<file path="src/rtl/uart_pkg.sv">
// ============================================================================
//  Module      : uart_pkg
//  Description : Shared types and helpers for the parametrised UART transmitter.
//  Revision    : 1.0 - initial release
// ============================================================================
`default_nettype none

package uart_pkg;

    typedef enum logic [2:0] {
        ST_IDLE   = 3'd0,
        ST_START  = 3'd1,
        ST_DATA   = 3'd2,
        ST_PARITY = 3'd3,
        ST_STOP   = 3'd4
    } state_t;

    localparam int PAR_NONE = 0;
    localparam int PAR_ODD  = 1;
    localparam int PAR_EVEN = 2;

    // Serial bits in one frame: start + payload + optional parity + stop bits.
    function automatic int frame_bits(input int data_bits, input int parity, input int stop_bits);
        return 1 + data_bits + ((parity != PAR_NONE) ? 1 : 0) + stop_bits;
    endfunction

endpackage

`default_nettype wire

</file>
<file path="src/rtl/uart_tx_fifo.sv">
// ============================================================================
//  Module      : uart_tx_fifo
//  Description : Synchronous FIFO with wrap-bit pointers for the UART input queue.
//  Revision    : 1.0 - initial release
// ============================================================================
`default_nettype none

module uart_tx_fifo #(
    parameter int WIDTH = 8,
    parameter int DEPTH = 4
) (
    input  logic             clk,
    input  logic             rst,
    input  logic             push,
    input  logic [WIDTH-1:0] din,
    input  logic             pop,
    output logic [WIDTH-1:0] dout,
    output logic             full,
    output logic             empty
);

    localparam int AW = $clog2(DEPTH);

    logic [WIDTH-1:0] r_mem [DEPTH];
    logic [AW:0]      r_wr_ptr;
    logic [AW:0]      r_rd_ptr;
    logic             w_do_push;
    logic             w_do_pop;

    assign empty     = (r_wr_ptr == r_rd_ptr);
    assign full      = (r_wr_ptr[AW] != r_rd_ptr[AW]) && (r_wr_ptr[AW-1:0] == r_rd_ptr[AW-1:0]);
    assign dout      = r_mem[r_rd_ptr[AW-1:0]];
    assign w_do_push = push && !full;
    assign w_do_pop  = pop && !empty;

    always_ff @(posedge clk) begin
        if (w_do_push) begin
            r_mem[r_wr_ptr[AW-1:0]] <= din;
        end
    end

    always_ff @(posedge clk) begin
        if (rst) begin
            r_wr_ptr <= '0;
            r_rd_ptr <= '0;
        end else begin
            if (w_do_push) begin
                r_wr_ptr <= r_wr_ptr + 1'b1;
            end
            if (w_do_pop) begin
                r_rd_ptr <= r_rd_ptr + 1'b1;
            end
        end
    end

endmodule

`default_nettype wire

</file>
<file path="src/rtl/uart_tx_param.sv">
// ============================================================================
//  Module      : uart_tx_param
//  Description : Parametrised UART transmitter with valid/ready host side.
//                Define UART_TX_FIFO_EN to place an input FIFO ahead of the engine.
//  Revision    : 1.0 - initial release
// ============================================================================
`default_nettype none

module uart_tx_param
    import uart_pkg::*;
#(
    parameter int CLK_DIV    = 16,
    parameter int DATA_BITS  = 8,
    parameter int PARITY     = 0,
    parameter int STOP_BITS  = 1,
    parameter int FIFO_DEPTH = 4
) (
    input  logic                 clk,
    input  logic                 rst,
    input  logic [DATA_BITS-1:0] tx_data,
    input  logic                 tx_valid,
    output logic                 tx_ready,
    output logic                 tx,
    output logic                 busy,
    output logic                 frame_done
);

    localparam int CW         = (CLK_DIV > 2) ? $clog2(CLK_DIV) : 1;
    localparam int FRAME_BITS = frame_bits(DATA_BITS, PARITY, STOP_BITS);
    localparam int BW         = $clog2(FRAME_BITS);

    localparam logic [CW-1:0] CNT_LAST      = CW'(CLK_DIV - 1);
    localparam logic [CW-1:0] CNT_PRE       = CW'(CLK_DIV - 2);
    localparam logic [BW-1:0] IDX_LAST_DATA = BW'(DATA_BITS);
    localparam logic [BW-1:0] IDX_LAST      = BW'(FRAME_BITS - 1);

    // FIFO_DEPTH is validated in every build so a configuration stays legal when the FIFO is enabled.
    if (CLK_DIV < 2 || DATA_BITS < 5 || DATA_BITS > 9 || PARITY < 0 || PARITY > 2 ||
        (STOP_BITS != 1 && STOP_BITS != 2) ||
        FIFO_DEPTH < 2 || (FIFO_DEPTH & (FIFO_DEPTH - 1)) != 0) begin : g_param_check
        $error("uart_tx_param: illegal parameter combination");
    end

    state_t               r_state;
    logic [CW-1:0]        r_cnt;
    logic [BW-1:0]        r_bit_idx;
    logic [DATA_BITS-1:0] r_shift;
    logic                 r_par;
    logic                 w_bit_end;
    logic                 w_last_bit;
    logic                 w_eng_ready;
    logic                 w_src_valid;
    logic [DATA_BITS-1:0] w_src_data;
    logic                 w_take;

    assign w_bit_end   = (r_cnt == CNT_LAST);
    assign w_last_bit  = (r_bit_idx == IDX_LAST);
    assign w_eng_ready = (r_state == ST_IDLE) || (r_state == ST_STOP && w_last_bit && w_bit_end);
    assign w_take      = w_src_valid && w_eng_ready;

`ifdef UART_TX_FIFO_EN
    logic w_fifo_full;
    logic w_fifo_empty;

    uart_tx_fifo #(
        .WIDTH (DATA_BITS),
        .DEPTH (FIFO_DEPTH)
    ) u_fifo (
        .clk   (clk),
        .rst   (rst),
        .push  (tx_valid && !w_fifo_full),
        .din   (tx_data),
        .pop   (w_take),
        .dout  (w_src_data),
        .full  (w_fifo_full),
        .empty (w_fifo_empty)
    );

    assign w_src_valid = !w_fifo_empty;
    assign tx_ready    = !w_fifo_full;
`else
    assign w_src_valid = tx_valid;
    assign w_src_data  = tx_data;
    assign tx_ready    = w_eng_ready;
`endif

    always_ff @(posedge clk) begin
        if (rst) begin
            r_state    <= ST_IDLE;
            r_cnt      <= '0;
            r_bit_idx  <= '0;
            r_shift    <= '0;
            r_par      <= 1'b0;
            tx         <= 1'b1;
            busy       <= 1'b0;
            frame_done <= 1'b0;
        end else begin
            frame_done <= 1'b0;
            if (w_take) begin
                r_state   <= ST_START;
                r_cnt     <= '0;
                r_bit_idx <= '0;
                r_shift   <= w_src_data;
                r_par     <= (PARITY == PAR_ODD) ? ~^w_src_data : ^w_src_data;
                tx        <= 1'b0;
                busy      <= 1'b1;
            end else if (r_state != ST_IDLE) begin
                r_cnt <= w_bit_end ? '0 : r_cnt + 1'b1;
                // Raised one cycle early so the registered pulse lands on the final bit_end.
                if (r_state == ST_STOP && w_last_bit && r_cnt == CNT_PRE) begin
                    frame_done <= 1'b1;
                end
                if (w_bit_end) begin
                    r_bit_idx <= r_bit_idx + 1'b1;
                    case (r_state)
                        ST_START: begin
                            r_state <= ST_DATA;
                            tx      <= r_shift[0];
                        end
                        ST_DATA: begin
                            r_shift <= r_shift >> 1;
                            if (r_bit_idx == IDX_LAST_DATA) begin
                                if (PARITY != PAR_NONE) begin
                                    r_state <= ST_PARITY;
                                    tx      <= r_par;
                                end else begin
                                    r_state <= ST_STOP;
                                    tx      <= 1'b1;
                                end
                            end else begin
                                tx <= r_shift[1];
                            end
                        end
                        ST_PARITY: begin
                            r_state <= ST_STOP;
                            tx      <= 1'b1;
                        end
                        ST_STOP: begin
                            if (w_last_bit) begin
                                r_state <= ST_IDLE;
                                busy    <= 1'b0;
                            end
                        end
                        default: r_state <= ST_IDLE;
                    endcase
                end
            end
        end
    end

endmodule

`default_nettype wire

</file>
<file path="config.mk">
export PLATFORM = sky130hd
export DESIGN_NAME = uart_tx_param
export DESIGN_NICKNAME = d
export VERILOG_FILES = /design/src/rtl/uart_pkg.sv /design/src/rtl/uart_tx_fifo.sv /design/src/rtl/uart_tx_param.sv
export SDC_FILE = /design/constraint.sdc
export NUM_CORES = 1
export LEC_CHECK = 0
export BUFFER_PORTS_ARGS = -buffer_cell sky130_fd_sc_hd__buf_4
export CORE_MARGIN = 3
export CORE_UTILIZATION = 30
export DETAILED_ROUTE_END_ITERATION = 10
export MAX_ROUTING_LAYER = met4
export RECOVER_POWER = 100
export SYNTH_ARGS = -nofsm -noshare
export SYNTH_HDL_FRONTEND = slang
export SYNTH_SLANG_ARGS = --single-unit
</file>
<file path="constraint.sdc">
create_clock -name clk -period 1.7 [get_ports clk]
set_clock_uncertainty 0.05 [all_clocks]
set_input_delay 0.085 -clock clk [delete_from_list [all_inputs] [get_ports clk]]
set_output_delay 0.085 -clock clk [all_outputs]
set_load 0.01 [all_outputs]
</file>
==> metrics.md <==
| Metric | Value |
|---|---|
| Status | finished, final reports clean |
| Post-layout min period | between 1.5 and 2 ns |
| Placer Congestion | 0.782 |
| # diodes | 0 |
| Via density | around 5 |
| Synth Area in Compound Gates | around 23% |
| Simple-gate share of the synthesized area | 20.1% |
| Post-synth EDFFs | 0 |
| Setup Viol. Count Final | 0 |
| Met1 Usage GRT | 14.5% |
| Initial core utilization | between 30% and 40% |
| Die area | 0.00464 mm^2 |
| Tot GR Track Use | 13.0% |
| Adder-Cell Fraction of Synth Area | about 5.4% |
| Vias | 1,007 |
| Crit-path max FO | 8 |
| Pre-Repair DR Iteration Count | 4 |
| Crit start category | flip-flop |
| Crit Path Category | reg2reg |
| Minimum hold slack | approximately 0.03 ns |
| Layout cells sized above 1 | between 30% and 40% |
| Clk buf depth | 2 |
| RSZ-0062 raised after global routing | false |
| Post-synth top area cell | dfxtp_1 |
| Initial antenna violation count | 0 |
| Core Util, Final | 42.1% |
| MaxCap Viol Count | 0 |
| Slew HR | between 60 and 70% |
| Final Cycle Share | between 90% and 100% |
| Final hold vios | 0 |
| Worst-margin pin slew | 0.472 ns |
| Ys async rst share | 0% |
| Remaining DRCs | 0 |
| Max Clock Freq | approximately 620 MHz |
| Mean Syn Cell Area | ~9 um^2 |
| Main synth FF type | dfxtp_1 |
| Cells after Synth | ~130 |
| Synth area leaders | dfxtp_1, a21oi_1, o221a_1 |
| Most instantiated cells after synthesis | dfxtp_1, a21oi_1, inv_1, nor2_1, nand2_1 |
| Synth Warn # | 0 |
| Leak | 0.000602 uW |
| Yosys reg bits | 22 |
| Largest family of logic cells by synthesized area | compound AO/OA/AOI/OAI gates |
| Syn Nets | 145 |
| Synthesis-to-finish area growth | 28.1% |
| CTS tree | done |
| Fill count | 380 |
| M3 GR Usage | between 4 and 5% |
| Synth Area in XOR/XNOR | about 3.0% |
| Vias in the first global route | approximately 970 |
| Required time worst endpoint | approximately 1.9 ns |
| DRT antenna net count | 0 |
| NumNets Final | approximately 170 |
| Core area | 0.00352 mm^2 |
| Setup TNS | 0 ns |
| Grt peak-use layer | met2 |
| Insertion delay to the later sink of the worst-skew pair | around 0.26 ns |
| R2R Setup Slk | approximately 0.097 ns |
| M2 GR Usage | between 20% and 30% |
| Critical Path Sink Type | flip-flop |
| Most instantiated library cell after synthesis | dfxtp_1 |
| CTS buffer count | 3 |
| Clock slew at reported path FFs | around 0.08 ns |
| WL/cell | approximately 13 um |
| I/O Pins | 15 |
| Fin area | roughly 0.0015 mm^2 |
| Largest net degree at the start of global routing | 13 |
| First-pass GRT wire length | between 4000 and 5000 um |
| Die width | 68.1 um |
| Routed wire length | about 2600 um |
| Peak supply drop | 0.000304 V |
| Seq/Total Area, Yosys | 38.1% |
| Distinct cells, synth | 36 |
| Clk sinks | 22 |
| Final Slew Violations | 0 |
| Post-synth top area share | a little under two fifths |
| GRT overflow | 0 |
| Row cnt | 21 |
| CTS Root Cell | clkbuf_8 |
| DP Area | ~0.0014 mm^2 |
| H-tree levels | 1 |
| Initial DRC Count | 20 |
| Crit path arrival time | between 1.5 and 2 ns |
| HPWL Detailed | roughly 2000 um |
| Die height | 68.1 um |
| Hold Path Class | in2reg |
| Power Density | slightly above 700 mW/mm^2 |
| PortBufs | 14 |
| Multiplexer area fraction after synthesis | under 10% |
| Cell Area, Synth | between 0.001 and 0.0015 mm^2 |
-- worst max-delay path, cell delays in order, from the launching register on --
cell      delay, ns
dfxtp_2        0.33
inv_2          0.07
ha_4           0.13
nand3b_4       0.08
clkbuf_2       0.14
or2_4          0.26
o32ai_4        0.24
o221a_1        0.26
-- what timing repair did --
| item | 4_1_cts | 5_1_grt |
|---|---|---|
| hold buffers | 0 | 0 |
| buffers inserted | 0 | 1 |
| gates resized for setup | 3 | 12 |
| endpoints found under the setup margin | 8 | 15 |
| pin swaps | 0 | 7 |
-- registers in the layout, indices dropped and copies added (netlist names) --
signal and cells:
r_shift 8, r_bit_idx 4, r_cnt 4, r_state 3
busy 1, frame_done 1, tx 1
-- cells by family (layout without fill, tap and decap cells) --
kind of cell,Yosys count,count (layout)
buf+inv,19,46
mux,2,2
compound gates,35,35
simple gates,42,42
xor+xnor,4,4
flops,22,22
fa+ha+maj,5,5
-- per-layer routing --
metal  vias up  part of all wire [%]
li1        508                     -
met1       482                    45
met2        15                    49
met3         2                   5.2
met4         0                  0.85
met5         -                     0
-- power breakdown --
group / total [uW] / switching, uW / internal [uW]
registers: 562 / 20.9 / 541
clock network: 373 / 166 / 206
logic: 141 / 69.2 / 71.8
total: 1080 / 256 / 819
-- worst paths after layout --
path	start	end	cells after the start
max	r_bit_idx[1]$_SDFFE_PP0P_	r_shift[4]$_SDFFE_PP0P_	7
min	rst	r_state[0]$_SDFFE_PP0P_	2
min reg2reg	r_shift[7]$_SDFFE_PP0P_	r_shift[7]$_SDFFE_PP0P_	2
max reg2reg	r_bit_idx[1]$_SDFFE_PP0P_	r_shift[4]$_SDFFE_PP0P_	7
-- metrics by stage --
stage | power (uW) | cells | setup slack (ns)
global placement | 705 | 197 | -0.00514
global route | 1130 | 202 | 0.00279
CTS | 1100 | 201 | -0.00542
detailed placement | 712 | 197 | -0.0713
finish | 1080 | 202 | 0.0974
floorplan | 658 | 129 | 0.0571
-- final cells by class --
cell class              count  area (um^2)  area share, %
multi-input cells          88          661           44.6
well taps                  46         57.6           3.88
clock buffers               4         55.1           3.71
repair buffers             31          223           15.0
inverters                  11         41.3           2.78
flip-flops and latches     22          445           30.0
-- layout by cell type, fill, tap and decap left out, drive strengths merged, types with 4 or more instances in the layout --
master / count
buf: 27
dfxtp: 22
a21oi: 16
nor2: 13
inv: 11
nand2: 8
clkbuf: 8
o221a: 7
nor3: 6
ha: 5
nand3: 4
No activity file was read; power rests on OpenSTA's default activity.
